### src/rtl/utopia1_rx_arbiter.sv
// Utopia-1 receive scheduler: round-robin cell-level polling of NPORT PHYs, one 53-byte cell at a time.
// States: IDLE pick port | XFER enable low 53 edges | DRAIN last byte | GAP let PHY refresh clav.
module utopia1_rx_arbiter #(
  parameter int NPORT = 4,
  parameter int PW    = 2
) (
  input  logic               clk,
  input  logic               rst_n,
  input  logic [NPORT-1:0]   phy_clav,
  input  logic [NPORT-1:0]   phy_soc,
  input  logic [8*NPORT-1:0] phy_data,
  output logic [NPORT-1:0]   phy_en_n,
  input  logic               sink_ready,
  output logic               out_valid,
  output logic [7:0]         out_data,
  output logic               out_soc,
  output logic               out_eoc,
  output logic [PW-1:0]      out_port,
  output logic               out_abort,
  output logic               err_soc
);

  typedef enum logic [1:0] {IDLE, XFER, DRAIN, GAP} state_t;

  state_t        state;
  logic [PW-1:0] ptr;
  logic [5:0]    cnt;
  logic [PW-1:0] nxt;
  logic          found;
  logic [7:0]    sel_byte;
  logic          sel_soc;

  // The pointer doubles as the current grant while a cell is in flight.
  assign sel_byte = phy_data[{ptr, 3'b000} +: 8];
  assign sel_soc  = phy_soc[ptr];

  // Scan downward so the candidate closest to ptr+1 is the one left standing.
  always_comb begin
    int            idx;
    logic [PW-1:0] idx_w;
    found = 1'b0;
    nxt   = '0;
    idx   = 0;
    idx_w = '0;
    for (int i = NPORT; i >= 1; i--) begin
      idx   = (int'(ptr) + i) % NPORT;
      idx_w = PW'(idx);
      if (phy_clav[idx_w]) begin
        found = 1'b1;
        nxt   = idx_w;
      end
    end
  end

  always_ff @(posedge clk or negedge rst_n) begin
    if (!rst_n) begin
      state     <= IDLE;
      ptr       <= PW'(NPORT - 1);
      cnt       <= '0;
      phy_en_n  <= '1;
      out_valid <= 1'b0;
      out_data  <= '0;
      out_soc   <= 1'b0;
      out_eoc   <= 1'b0;
      out_port  <= '0;
      out_abort <= 1'b0;
      err_soc   <= 1'b0;
    end else begin
      out_valid <= 1'b0;
      out_soc   <= 1'b0;
      out_eoc   <= 1'b0;
      out_abort <= 1'b0;
      err_soc   <= 1'b0;
      case (state)
        IDLE: begin
          if (sink_ready && found) begin
            ptr      <= nxt;
            phy_en_n <= ~(NPORT'(1) << nxt);
            cnt      <= '0;
            state    <= XFER;
          end
        end
        XFER: begin
          cnt <= cnt + 6'd1;
          if (cnt == 6'd52) begin
            phy_en_n <= '1;
            state    <= DRAIN;
          end
          // cnt is the number of the byte arriving this edge (0 = none yet).
          if (cnt != 6'd0) begin
            if (cnt == 6'd1 && !sel_soc) begin
              err_soc   <= 1'b1;
              out_abort <= 1'b1;
              phy_en_n  <= '1;
              state     <= GAP;
            end else begin
              out_valid <= 1'b1;
              out_data  <= sel_byte;
              out_port  <= ptr;
              out_soc   <= (cnt == 6'd1);
              err_soc   <= (cnt != 6'd1) && sel_soc;
            end
          end
        end
        DRAIN: begin
          out_valid <= 1'b1;
          out_data  <= sel_byte;
          out_port  <= ptr;
          out_eoc   <= 1'b1;
          err_soc   <= sel_soc;
          state     <= GAP;
        end
        GAP: begin
          state <= IDLE;
        end
        default: state <= IDLE;
      endcase
    end
  end

endmodule

### config.mk
export PLATFORM = sky130hd
export DESIGN_NAME = utopia1_rx_arbiter
export DESIGN_NICKNAME = d
export VERILOG_FILES = /design/src/rtl/utopia1_rx_arbiter.sv
export SDC_FILE = /design/constraint.sdc
export NUM_CORES = 1
export LEC_CHECK = 0
export CAP_MARGIN = 15
export CORE_AREA = 5 5 76 78
export CTS_BUF_LIST = sky130_fd_sc_hd__clkbuf_4
export DETAILED_ROUTE_END_ITERATION = 7
export DIE_AREA = 0 0 81 83
export HOLD_SLACK_MARGIN = 0.08
export PLACE_DENSITY = 0.73
export SLEW_MARGIN = 10
export SYNTH_ARGS = -nofsm -noshare
export SYNTH_HDL_FRONTEND = slang
export SYNTH_SLANG_ARGS = --single-unit
### constraint.sdc
create_clock -name clk -period 4.25 [get_ports clk]
set_input_delay 0.85 -clock clk [delete_from_list [all_inputs] [get_ports clk]]
set_output_delay 0.85 -clock clk [all_outputs]
set_load 0.02 [all_outputs]
Word level (Yosys, flattened, before mapping)
Cells that the tools add are included.
{"block": "word_totals", "register_bits": 29, "inputBits": 43, "word_cells": 93}
{"block": "classes", "n_addsub": 5, "n_lt_le_gt_ge": 5, "n_eq_ne": 9, "shifts": 2, "n_mux": 49, "bitwise_logic": 1, "n_reduce_logical": 11}
{"operator": "variable part select 32 x 6 -> 8 bit", "count": 1}
{"operator": "2-to-1 mux 1 bit", "count": 20}
{"operator": "2-to-1 mux 2 bit", "count": 10}
{"operator": "2-to-1 mux 4 bit", "count": 4}
{"operator": "2-to-1 mux 8 bit", "count": 2}
{"operator": "case mux 8 bit (2 select lines)", "count": 1}
{"operator": "< comparator 2 x 3 -> 1 bit, second input constant", "count": 5}
{"operator": "case mux 6 bit (2 select lines)", "count": 1}
{"operator": "binary-select mux 1 bit (select 2 bit)", "count": 5}
{"operator": "case mux 2 bit (4 select lines)", "count": 1}
{"operator": "case mux 4 bit (2 select lines)", "count": 1}
{"operator": "adder 6 x 1 -> 6 bit, second input constant", "count": 1}
{"operator": "equality test 6 x 1 -> 1 bit, second input constant", "count": 1}
{"operator": "equality test 6 bit, second input constant", "count": 1}
{"operator": "2-to-1 mux 6 bit", "count": 1}
{"operator": "inequality test 2 bit, second input constant", "count": 3}
{"operator": "inequality test 6 x 1 -> 1 bit, second input constant", "count": 1}
{"operator": "nonzero test 6 bit", "count": 1}
{"operator": "adder 2 x 1 -> 2 bit, second input constant", "count": 2}
{"operator": "adder 2 bit, second input constant", "count": 2}
{"operator": "equality test 2 bit, second input constant", "count": 2}
{"operator": "inverter 4 bit", "count": 1}
{"operator": "case mux 1 bit (2 select lines)", "count": 2}
{"operator": "case mux 2 bit (2 select lines)", "count": 1}
{"operator": "8 further kinds", "count": 12}

Longest topological paths before layout
Gate-level depths: netlist (run 1).
{"block": "logic_depth", "depth_word": 11, "ltp_mapped": 7, "mapped_depth_nobuf": 7}

Worst setup path before layout (run 1)
OpenSTA, ideal clock, no wires.
{"block": "synth_timing", "path_type": "input to register", "start": "input port phy_soc[3]", "end": "register out_data[0]", "setup_ps": 125, "t_arrival_ps": 2317, "slack_ps": 1808, "cell_stages": 6, "cell_sequence": "mux4_2 > inv_1 > ha_1 > a21oi_1 > o21ai_4 > mux2_2"}
{"block": "synth_via", "elab_chain_len": 6}
{"element": "start: declaration", "line": "10", "source": "input logic [NPORT-1:0] phy_soc,"}
{"element": "binary-select mux 1 bit (select 2 bit)", "line": "35", "source": "assign sel_soc = phy_soc[ptr];"}
{"element": "2-to-1 mux 1 bit (implied by the code)", "line": "35"}
{"element": "logical NOT 1 bit", "line": "91", "source": "if (cnt == 6'd1 && !sel_soc) begin"}
{"element": "logical AND 1 bit", "line": "91"}
{"element": "inequality test 2 bit (no line)"}
{"element": "AND reduction 3 bit (no line)"}
{"element": "end signal: assignment", "line": "98", "source": "out_data <= sel_byte;"}
{"element": "end signal: assignment", "line": "107", "source": "out_data <= sel_byte;"}
{"element": "end: declaration", "line": "15", "source": "output logic [7:0] out_data,"}
No other way between the ends. The select of a mux whose other input is x is not followed.
A chain may end at the register's enable or synchronous reset.

Final worst setup path (run 1)
{"block": "layout_timing", "start": "input port phy_soc[3]", "end": "register out_data[3]"}
Same word-level chain as after synthesis.

==> metrics, run 1 <==
Setup Viol. Count Final=0; CP required=4.47 ns; drt drc=0; Slew Viols, Final=0; Initial Utilization=0.3854; area of the die=6723 sq um; met1 usage=0.1822; 1st-pass router iterations=4; final critical-path required period=2.640 ns; gr usage total=0.1353; Crit. End Element=register; Synth Area per Inst=10.97 sq um; Slew @ Worst Pin=0.6725 ns; Synthesis Warnings=0; Post-Layout Cell Count=306; max-cap violations=0; Pleak=1.109 nW; DIE WIDTH=81 um; DP HPWL=3.403 mm; count of cell types in the netlist=54; max_slew headroom=0.5517; Worst R2R Path Depth=6; RD Place Congestion=0.8225; Post-CTS Resized=0; period utilisation layout=0.6212; FF+latch count, synth=29; grt met3 use=0.05087; Final Hold Fails=0; layout cells sized above 1=0.1949; Hold Path End=phy_en_n[1]; Buffers on Ports=61; antenna viol nets, final=0; vias in the first global route=1,535; Worst EP arrival=2.86 ns; DRT iter0 DRCs=58; GR peak layer=met2; worst hold path class=reg2reg; Hold Slack=0.4653 ns; Max VDD drop=0.2875 mV; RSZ-0062 raised after global routing=false; Critical R2R Capture=out_data[3]; Fin Setup TNS=0 ns; Die Ht=83 um; GR Util met2=0.2016; PD cells=680.3 nW/um^2; Num CTS Buffers=5; WL/cell=14.85 um; reg-to-reg setup timing slack=1.63 ns; Synth Flop Type=dfrtp_1; kind of critical path=in2reg; gr ovfl total=0; ant diodes=0; skew final=0.01033 ns; clock root buffer master=clkbuf_4; status=complete, no violations; crit path max fanout=10; postcts setup bufs=0; FP Rows=26; Hold Buf Count CTS=0; Worst Hold Launch=phy_en_n[1]; Critical Path Start Type=input pin; fmax=378.8 MHz; initial antenna violation count=0; global-route wire length before repair=7.224 mm; worst r2r src=ptr[0]; Core Box Area=5010 sq um; TritonCTS Sinks=29; most common cell after layout, fill and taps aside=clkdlybuf4s50_1; Syn Inst Count=176; placed cell count=298; Post-synth EDFFs=0; area grow syn2layout=37.33%; hold depth=2; largest net degree at the start of global routing=30; Reg clk slew, reported paths=0.10 ns; WL final=4.544 mm; Longest Clk Path Bufs=2; Post-synth ARST share=1.000; drt via density=5.235; Syn Std Cell Area=1931 sq um; IO Count=62; sequential element share of the synthesized area=0.3798; Vias=1,602; H-Tree Depth=2; syn nets=229; clock latency on the worst-skew pair=0.33 ns; Nets=288; CTS tree=built; most frequent cells in the layout=clkdlybuf4s50_1 (61), dfrtp_1 (23), inv_1 (12), mux2_2 (12)
-- metrics by stage --
step             util  instance area [sq um]  total power, mW  worst slack (ns)
6_report       0.5292                   2651            1.804             1.610
5_1_grt        0.5292                   2651            1.945             1.478
4_1_cts        0.5292                   2651            1.824             1.587
3_5_place_dp   0.5135                   2572            1.591             1.248
3_3_place_gp   0.5135                   2572            1.570             1.285
2_1_floorplan       -                   1931            1.275             1.808
-- synth_stat cells, types with 4 or more instances --
cell / n / share of area
dfrtp_1: 23 / 0.30
inv_1: 12 / 0.023
mux2_2: 12 / 0.070
ha_1: 10 / 0.065
nand2_1: 10 / 0.019
mux4_2: 9 / 0.10
a21oi_1: 7 / 0.018
o21ai_0: 7 / 0.018
dfstp_2: 6 / 0.082
nand3_1: 6 / 0.016
nor2_1: 5 / 0.0097
a21o_1: 4 / 0.016
-- worst max-delay path by stage --
stage	depth (start not counted)	to	slack (ns)	startpoint
after floorplan	6	out_data[0]	1.81	phy_soc[3]
after global placement	7	out_data[2]	1.28	phy_soc[3]
after detailed placement	7	out_data[3]	1.25	phy_soc[3]
after CTS	6	out_data[3]	1.59	ptr[0]
after global routing	6	out_port[0]	1.48	ptr[0]
final	7	out_data[3]	1.61	phy_soc[3]
-- area by class of cell --
cell class              instances  area (sq um)
multi-input cells             124          1085
clock buffers                   6         45.04
fillers                       471          2359
inverters                      13         48.80
clock inverters                 2         33.78
well taps                      70         87.58
repair buffers                 62         618.1
flip-flops and latches         29         733.2
-- sequential cells by signal (all words and copies together), names as in the netlist, named ones only --
register,cells
out_abort,1
out_data,8
out_valid,1
out_eoc,1
phy_en_n,4
err_soc,1
out_port,2
ptr,2
out_soc,1
state,1
cnt,6
-- per-layer routing --
metal,wire length [um],vias to the layer above
met5,0,-
li1,-,776
met4,57,0
met2,2000,62
met3,484,7
met1,2001,757
-- critical path, stage by stage --
cell,delay [ns]
clkdlybuf4s50_1,0.39
mux4_2,0.51
inv_1,0.10
ha_1,0.22
a21oi_1,0.09
o21ai_4,0.31
mux2_2,0.38
-- report_power, final --
| group | internal, mW | leakage [nW] | switching [mW] |
|---|---|---|---|
| clock network | 0.129 | 0.0433 | 0.100 |
| registers | 0.416 | 0.349 | 0.151 |
| logic | 0.530 | 0.717 | 0.479 |
| total | 1.07 | 1.11 | 0.729 |
-- logic make-up after synthesis --
family                     after synthesis  share of synthesized area
DFF                                     29                     0.3798
and+or+nand+nor                         45                     0.1322
muxes                                   23                     0.1854
buffers and inverters                   23                    0.05832
AOI/OAI and AO/OA                       45                     0.1750
xor gates and xnor gates                 1                   0.004537
adders and majority gates               10                    0.06481
Power figures use the tool's default switching activity.
==> inputs of run 2 (changes only) <==
==> constraint.sdc (replaced) <==
create_clock -name clk -period 2.51 [get_ports clk]
set_input_delay 0.502 -clock clk [delete_from_list [all_inputs] [get_ports clk]]
set_output_delay 0.502 -clock clk [all_outputs]
set_load 0.02 [all_outputs]
==> metrics, run 2 (synthesis gave the netlist of run 1 again) <==
status=complete, no violations; Hold Buf Count CTS=0; IO Count=62; Reg clk slew, reported paths=0.10 ns; reg-to-reg setup timing slack=0.26 ns; layout cells sized above 1=0.2317; Max VDD drop=0.5736 mV; final setup margin=0.2580 ns; Num CTS Buffers=5; Place WS=-0.06000 ns; area of the die=6723 sq um; ant diodes=0; TritonCTS Sinks=29; drt drc=0; most frequent cells in the layout=clkdlybuf4s50_1 (61), dfrtp_1 (23), inv_1 (12), mux2_2 (12); kind of critical path=reg2reg; skew final=0.01146 ns; global-route wire length before repair=7.527 mm; Initial Utilization=0.3854; biggest regs=out_data x8, cnt x6, phy_en_n x4; DRT iter0 DRCs=27; clock latency on the worst-skew pair=0.32 ns; final critical-path required period=2.252 ns; crit path max fanout=4; WL final=4.690 mm; WL/cell=14.84 um; Crit. End Element=register; Most flops, register=out_data; Critical Path Start Type=register; clock root buffer master=clkbuf_4; FP Rows=26; initial antenna violation count=0; Setup Viol. Count Final=0; Sequential Power Share=0.258; Core Box Area=5010 sq um; Post-CTS Resized=0; Critical R2R Capture=phy_en_n[0]; antenna viol nets, final=0; period utilisation layout=0.8972; Worst Hold Launch=phy_en_n[1]; Worst EP arrival=2.50 ns; Worst R2R Path Depth=7; CP required=2.76 ns; most common cell after layout, fill and taps aside=clkdlybuf4s50_1; postcts setup bufs=0; Buffers on Ports=61; Final Hold Fails=0; RD Place Congestion=0.8422; H-Tree Depth=2; Pleak=1.176 nW; placed cell count=308; hold depth=2; Die Ht=83 um; CTS tree=built; Slew @ Worst Pin=0.4413 ns; Slew Viols, Final=0; PD cells=1202 nW/um^2; fmax=444.1 MHz; Nets=298; vias in the first global route=1,649; internal power=2.037 mW; Hold Path End=phy_en_n[1]; Clock Power Share=0.144; RSZ-0062 raised after global routing=false; largest net degree at the start of global routing=30; total net switching power=1.282 mW; max-cap violations=0; drt via density=5.152; worst hold path class=reg2reg; Longest Clk Path Bufs=2; area grow syn2layout=43.10%; worst r2r src=ptr[0]; Largest register FFs=8; DP HPWL=3.638 mm; max_slew headroom=0.7058; Post-Layout Cell Count=316; Comb pwr share=0.598; Vias=1,628; total power draw=3.320 mW; gr ovfl total=0; switch share=0.3863; DIE WIDTH=81 um; gr usage total=0.1385; 1st-pass router iterations=4
[run 2: layout make-up]
| cell class | instances | area (sq um) |
|---|---|---|
| Tap cell | 70 | 87.58 |
| Clock inverter | 3 | 65.06 |
| Sequential cell | 29 | 733.2 |
| Inverter | 13 | 48.80 |
| Multi-Input combinational cell | 124 | 1085 |
| Timing Repair Buffer | 72 | 705.7 |
| Fill cell | 464 | 2247 |
| Clock buffer | 5 | 37.54 |
[run 2: through the flow]
step	instance area, sq um	hold slack, ns	TNS (ns)	utilization
after detailed placement	2660	0.4586	-0.1391	0.5310
after CTS	2763	0.4739	0	0.5514
after global placement	2660	0.4585	0	0.5310
after floorplan	1931	0.2064	0	-
after global routing	2763	0.4912	0	0.5514
final	2763	0.4722	0	0.5514
[run 2: worst max-delay path by stage]
stage / from / endpoint / slack, ns / depth (start not counted)
after CTS: ptr[0] / phy_en_n[0] / 0.24 / 7
after detailed placement: phy_soc[0] / phy_en_n[0] / -0.06 / 8
after global placement: phy_soc[3] / phy_en_n[0] / 0.009 / 8
final: ptr[0] / phy_en_n[0] / 0.26 / 7
after global routing: cnt[5] / phy_en_n[0] / 0.10 / 7
after floorplan: cnt[2] / out_data[0] / 0.19 / 7
[run 2: critical path: stages (launching register included)]
cell     delay (ns)
dfstp_2        0.56
mux4_2         0.53
inv_1          0.10
ha_1           0.18
buf_4          0.13
o31ai_1        0.08
a311o_2        0.42
a32oi_1        0.19
[run 2: per-layer routing]
layer / up-vias / part of all wire / global-route usage
li1: 795 / - / -
met1: 779 / 0.44 / 0.1755
met2: 52 / 0.46 / 0.2255
met3: 2 / 0.092 / 0.05411
met4: 0 / 0.0017 / 0.02151
met5: - / 0 / 0
[run 2: power by group through the flow]
stage	Combinational, mW	Sequential [mW]	Clock [mW]
after floorplan	1.18	0.984	0
after global placement	1.96	0.860	0
after detailed placement	1.99	0.864	0
after CTS	2.01	0.856	0.492
after global routing	2.16	0.885	0.510
final	1.99	0.856	0.477
==> inputs of run 3 (changes only) <==
--- a/config.mk
+++ b/config.mk
@@ -8,10 +8,12 @@
 export CAP_MARGIN = 15
 export CORE_AREA = 5 5 76 78
 export CTS_BUF_LIST = sky130_fd_sc_hd__clkbuf_4
+export CTS_CLUSTER_SIZE = 10
 export DETAILED_ROUTE_END_ITERATION = 7
 export DIE_AREA = 0 0 81 83
 export HOLD_SLACK_MARGIN = 0.08
 export PLACE_DENSITY = 0.73
+export REMOVE_ABC_BUFFERS = 1
 export SLEW_MARGIN = 10
 export SYNTH_ARGS = -nofsm -noshare
 export SYNTH_HDL_FRONTEND = slang
==> metrics, run 3 (synthesis gave the netlist of run 1 again) <==
Vias=1,635; drt drc=0; Critical Path Start Type=register; RD Place Congestion=0.7974; initial antenna violation count=0; WL/cell=14.80 um; antenna viol nets, final=0; crit path max fanout=8; max_slew headroom=0.7513; Max VDD drop=0.6373 mV; Nets=299; Post-CTS Resized=0; kind of critical path=reg2reg; DIE WIDTH=81 um; H-Tree Depth=2; post-route cell area=2746 sq um; most frequent cells in the layout=clkdlybuf4s50_1 (61), dfrtp_1 (23), inv_1 (12), mux2_2 (12), buf_4 (11); DRT iter0 DRCs=48; postcts setup bufs=0; Hold Buf Count CTS=0; DP HPWL=3.637 mm; final critical-path required period=2.274 ns; post-placement cell area=2668 sq um; final setup margin=0.2363 ns; worst hold path class=reg2reg; Final Hold Fails=0; Setup Viol. Count Final=0; CP required=2.76 ns; Slew Viols, Final=0; skew final=0.006909 ns; Fin Setup TNS=0 ns; fin util=0.5482; Fill cells=466; biggest regs=out_data x8, cnt x6, phy_en_n x4; fmax=439.8 MHz; ant diodes=0; status=complete, no violations; Place WS=-0.04248 ns; IO Count=62; Num CTS Buffers=5; area grow syn2layout=42.26%; RSZ-0062 raised after global routing=false; WL final=4.693 mm; global-route wire length before repair=7.665 mm; drt via density=5.158; 1st-pass router iterations=5; Most flops, register=out_data; period utilisation layout=0.9059; max-cap violations=0; area of the die=6723 sq um; Pleak=1.169 nW; gr ovfl total=0; Slew @ Worst Pin=0.3713 ns; FP Rows=26; largest net degree at the start of global routing=30; Initial Utilization=0.3854; Core Box Area=5010 sq um; gr usage total=0.1455; clock latency on the worst-skew pair=0.32 ns; Die Ht=83 um; Longest Clk Path Bufs=2; Crit. End Element=register; Buffers on Ports=61; CTS tree=built; clock root buffer master=clkbuf_4; most common cell after layout, fill and taps aside=clkdlybuf4s50_1; PD cells=1170 nW/um^2; vias in the first global route=1,619; Worst EP arrival=2.52 ns; Largest register FFs=8; layout cells sized above 1=0.2308; TritonCTS Sinks=29; Reg clk slew, reported paths=0.09 ns
run 3: cell count changes in the layout (fill, tap and decap cells not counted), sizes merged:
cell and delta:
buf +1, clkbuf +1, bufinv -1
run 3: critical path, stage by stage, from the launching register on:
cell and delay [ns]:
dfrtp_1 0.45, or3_1 0.39, nor3b_1 0.34, ha_1 0.24
buf_4 0.12, o31ai_1 0.08, a311o_2 0.41, a32oi_1 0.18
run 3: through the flow:
step / power [mW] / hold slack, ns / cells
after floorplan: 2.087 / 0.2064 / 166
after global placement: 2.816 / 0.4577 / 309
after detailed placement: 2.864 / 0.4623 / 309
after CTS: 3.249 / 0.4826 / 317
after global routing: 3.481 / 0.4898 / 317
final: 3.212 / 0.4731 / 317
run 3: area by class of cell:
class	instances	area, sq um	area share
clock buffers	6	45.04	0.01640
flip-flops and latches	29	733.2	0.2670
clock inverters	2	33.78	0.01230
well taps	70	87.58	0.03189
repair buffers	73	713.2	0.2597
multi-input cells	124	1085	0.3950
inverters	13	48.80	0.01777
run 3: worst paths after layout:
check	endpoint	from	slack [ns]	depth (start not counted)
min reg2reg	phy_en_n[2]	phy_en_n[2]	0.47	2
max reg2reg	phy_en_n[1]	cnt[5]	0.24	7
max	phy_en_n[1]	cnt[5]	0.24	7
min	phy_en_n[2]	phy_en_n[2]	0.47	2
min in group asynchronous	out_valid	rst_n	0.56	2
max in group asynchronous	phy_en_n[1]	rst_n	1.64	2
run 3: power by group:
part	internal, mW	switching, mW
Sequential	0.703	0.150
Clock	0.218	0.158
Combinational	1.03	0.954
Total	1.95	1.26
run 3: layer usage:
metal,wire (um),global-route usage
met4,38,0.03226
met2,2174,0.2345
met1,2074,0.1827
met3,405,0.05628
met5,0,0
